<file path="src/rtl/pc_unit.sv">
// Program counter and next-PC select for the single-cycle MIPS core; jump/branch take effect one edge later.
// en=0 stalls by holding pc, instret and misalign; pc_plus4/branch_taken stay combinational on current inputs.
module pc_unit #(
  parameter logic [31:0] RESET_PC = 32'h0000_0000
) (
  input  logic        clk,
  input  logic        rst_n,
  input  logic        en,
  input  logic [1:0]  jump,
  input  logic        beq,
  input  logic        bne,
  input  logic        zero,
  input  logic [15:0] imm,
  input  logic [25:0] instr_index,
  input  logic [31:0] rs_data,
  output logic [31:0] pc,
  output logic [31:0] pc_plus4,
  output logic        branch_taken,
  output logic        misalign,
  output logic [31:0] instret
);

  localparam logic [1:0] JMP_SEQ = 2'b00;
  localparam logic [1:0] JMP_J   = 2'b01;
  localparam logic [1:0] JMP_JR  = 2'b10;
  localparam logic [1:0] JMP_RSV = 2'b11;

  logic [31:0] pc_q;
  logic [31:0] instret_q;
  logic        misalign_q;
  logic [31:0] seq_pc;
  logic [31:0] br_off;
  logic [31:0] br_target;
  logic [31:0] next_pc;
  logic        branch_cond;

  // beq=bne=1 is not expected upstream; the OR form takes the branch regardless of zero
  assign branch_cond  = (beq & zero) | (bne & ~zero);
  assign branch_taken = (jump == JMP_SEQ) & branch_cond;
  assign seq_pc       = pc_q + 32'd4;
  assign br_off       = {{14{imm[15]}}, imm, 2'b00};
  assign br_target    = seq_pc + br_off;

  always_comb begin
    next_pc = seq_pc;
    case (jump)
      JMP_JR:  next_pc = {rs_data[31:2], 2'b00};
      JMP_J:   next_pc = {seq_pc[31:28], instr_index, 2'b00};
      JMP_RSV: next_pc = seq_pc;
      default: next_pc = branch_taken ? br_target : seq_pc;
    endcase
  end

  always_ff @(posedge clk or negedge rst_n) begin
    if (!rst_n) begin
      pc_q       <= RESET_PC;
      instret_q  <= 32'd0;
      misalign_q <= 1'b0;
    end else if (en) begin
      pc_q      <= next_pc;
      instret_q <= instret_q + 32'd1;
      // sticky: only reset clears it
      if ((jump == JMP_JR) && (rs_data[1:0] != 2'b00))
        misalign_q <= 1'b1;
    end
  end

  assign pc       = pc_q;
  assign pc_plus4 = seq_pc;
  assign misalign = misalign_q;
  assign instret  = instret_q;

endmodule

</file>
<file path="config.mk">
export PLATFORM = sky130hd
export DESIGN_NAME = pc_unit
export DESIGN_NICKNAME = d
export VERILOG_FILES = /design/src/rtl/pc_unit.sv
export SDC_FILE = /design/constraint.sdc
export NUM_CORES = 1
export LEC_CHECK = 0
export BUFFER_PORTS_ARGS = -buffer_cell sky130_fd_sc_hd__buf_2
export CAP_MARGIN = 10
export CORE_MARGIN = 2
export CORE_UTILIZATION = 47
export DETAILED_ROUTE_END_ITERATION = 12
export PLACE_DENSITY = 0.83
export SYNTH_ARGS = -nofsm -noshare
export SYNTH_HDL_FRONTEND = slang
export SYNTH_SLANG_ARGS = --single-unit
</file>
<file path="constraint.sdc">
create_clock -name clk -period 3.64 [get_ports clk]
set_clock_uncertainty 0.15 [all_clocks]
set_input_delay 0.91 -clock clk [delete_from_list [all_inputs] [get_ports clk]]
set_output_delay 0.91 -clock clk [all_outputs]
set_load 0.03 [all_outputs]
</file>
==> summary.md <==
| Metric | Value |
|---|---|
| Outcome | completed |
| Mapped Area | 5640 um2 |
| Power Dens Cells | 547 nW/um2 |
| Core area | 11,900 um2 |
| Gp weighted congestion | 0.946 |
| Final Hold Viols | 0 |
| Crit. End Element | output pin |
| Number of DRC markers in iteration 0 | 562 |
| Max_cap viols | 0 |
| Power Total | 0.00438 W |
| CTS Root Buffer Type | clkbuf_16 |
| Cell taking the most area after synthesis | dfrtp_1 |
| Starting Density | 0.476 |
| Post-synth top area share | 0.280 |
| Initial antenna violation count | 0 |
| Sequential-to-total area share from yosys stat | 0.280 |
| Reg2reg path depth | 13 |
| Least-Margin Pin Slew | 724 ps |
| Seq cells post-synth | 63 |
| Design area | 8010 um2 |
| FFs w/ async S/R, synth | 1.00 |
| CP startpoint | pc[3] |
| Fin. max-slew vios | 0 |
| Synth cell types | 75 |
| Vias/cell | 6.15 |
| Mapped Cells | 675 |
| CTS tree | built |
| First drt pass iteration count | 8 |
| Layout cells sized above 1 | 0.408 |
| CP cell instances | and3_2, nand2_1, or3_4, buf_4, nor3_4, xor2_2, buf_4, buf_2 |
| Critical path capture point | pc_plus4[27] |
| HP Class | reg -> reg |
| Total CTS buffers | 9 |
| # H-tree levels | 3 |
| Reg2reg end | pc[30] |
| PortBufs | 175 |
| Routed WL | 20.7 mm |
| Detailed Place HPWL | 15.7 mm |
| CP Max Fanout | 5 |
| Row cnt | 40 |
| Startpoint types | register |
| Area delta synth->final | 41.9% |
| I/O pins | 180 |
| Final setup viols | 0 |
| Die ar. | 12,900 um2 |
| Die width | 114 um |
| Largest net degree at the start of global routing | 35 |
| Synth top area cells | dfrtp_1 28%, ha_1 6.9%, xnor2_1 6.7%, xor2_1 5.3%, nor2_1 3.9% |
| Number of global-route vias before repair | 6,064 |
| Final period utilization | 0.983 |
| Clk Latency, worst-skew pair | 350 ps |
| Post-DP Area | 7460 um2 |
| Most used cell, CP | buf_4 |
| Worst r2r src | pc[3] |
| Tot GR Track Use | 0.315 |
| Avg Cell Area, Syn | 8.36 um2 |
| Crit path DAT | 2520 ps |
| R2r setup slk | 110 ps |
| Nets@finish | 1,023 |
| CP required | 2580 ps |
| Via count | 6,527 |
| Sink Count | 63 |
| Reg clk slew, reported paths | 60 ps |
| Post-route ant nets | 0 |
| Slowest stage cell, crit path | or3_4 |
| Crit-path max cell delay | 480 ps |
| Wirelength per Cell | 19.5 um |
| Number of flops mapped to enable cells by yosys | 0 |
| Fin crit period | 3580 ps |
| Clk buf depth | 2 |
| Die height | 114 um |
| Fmax | 0.279 GHz |
| Pleak | 3.73 nW |
| Fillcell total | 954 |
| Worst vdd ir | 0.260 mV |
| YS warnings | 0 |
| WS Path Type | reg -> out |
| Main synth FF type | dfrtp_1 |
| Slew HR | 0.517 |
| Overflow after GRT | 0 |
| First-pass GRT wire length | 31.7 mm |
| Number of remaining DRC errors | 0 |
==> cell families after synthesis <==
group                    synth area share
XOR/XNOR                            0.120
buffers and inverters              0.0413
other                            0.000665
AO/OA/AOI/OAI                       0.231
multiplexers                       0.0228
flip-flops                          0.280
AND/OR/NAND/NOR                     0.233
adder cells (fa/ha/maj)            0.0723
==> registers in the layout, summed over array words and instances, names as in the netlist <==
name	flops
misalign	1
pc	30
instret	32
==> placed cells by master (no fill, tap or decap), types with 9 or more instances in the layout <==
cell | synthesis | routed
dfrtp_1 | 63 | 45
nand3_1 | 34 | 30
and3_1 | 15 | 13
ha_1 | 31 | 20
clkbuf_16 | 0 | 9
buf_2 | 5 | 175
xor2_1 | 34 | 23
nor3_1 | 12 | 12
a21oi_1 | 40 | 38
dfrtp_2 | 0 | 18
nor2_1 | 59 | 55
nand4_1 | 18 | 18
a21o_1 | 16 | 16
nand2_1 | 57 | 56
buf_4 | 5 | 81
a221oi_1 | 10 | 9
xnor2_1 | 43 | 38
inv_1 | 18 | 16
o21ai_0 | 33 | 33
==> final cells by class <==
type                       count  area (um2)  share of cell area
timing repair buffer         257        1500               0.188
clock buffer                   9         225              0.0281
sequential                    63        1600               0.200
antenna                        1        2.50            0.000313
multi-input combinational    560        4300               0.537
inverter                      18        67.6             0.00844
tap                          147         184              0.0230
clock inverter                 7         125              0.0156
==> how the worst min path moves through the flow <==
stage,cells after the start,slack (ps),to,from
2_1_floorplan,0,460,instret[0],rst_n
3_3_place_gp,1,310,misalign,misalign
3_5_place_dp,1,310,instret[31],instret[31]
4_1_cts,1,330,instret[31],instret[31]
5_1_grt,1,340,instret[31],instret[31]
6_report,1,320,instret[31],instret[31]
==> where the power goes <==
part | internal (W) | switching, W | total [W]
registers | 0.000817 | 0.000150 | 0.000967
logic | 0.000935 | 0.00142 | 0.00236
clock network | 0.000679 | 0.000377 | 0.00106
total | 0.00243 | 0.00195 | 0.00438
==> critical path: cells and delay by family, from the launching register on <==
kind	cells	cell delay, ps
flops	1	400
buf+inv	3	540
simple gates	4	1020
xor+xnor	1	200
==> layer usage <==
metal,wire length (um),global-route usage
met5,0,0
met4,795,0.127
met3,1920,0.0755
met2,9670,0.503
met1,8340,0.413
==> through the flow <==
| step | utilization | setup TNS, ps | instances | worst slack, ps | hold WS [ps] |
|---|---|---|---|---|---|
| final | 0.675 | 0 | 1062 | 61.2 | 321 |
| after global routing | 0.675 | -35.1 | 1061 | -33.3 | 340 |
| after CTS | 0.659 | 0 | 1059 | 6.25 | 325 |
| after detailed placement | 0.629 | -144 | 1043 | -57.7 | 312 |
| after global placement | 0.629 | -26.9 | 1043 | -22.5 | 307 |
| after floorplan | - | -180 | 678 | -76.9 | 464 |
==> repair_timing <==
item                                    in CTS  in global routing
gates cloned                                 0                  0
hold endpoints to repair                     0                  0
gates resized for setup                      5                 35
hold buffers                                 0                  0
buffers inserted                             0                  2
endpoints found under the setup margin      10                 16
pin swaps                                    0                  7
==> synthesized netlist by cell type (all sizes together), types with 18 or more instances <==
cell type and number:
xnor2 43, nand4 18, dfrtp 63, nor2 59, clkbuf 24, o21ai 33
a21oi 40, ha 31, xor2 34, nand2 57, inv 18, and3 18
nand3 35
Note: power is estimated with default switching activity, not from simulation.
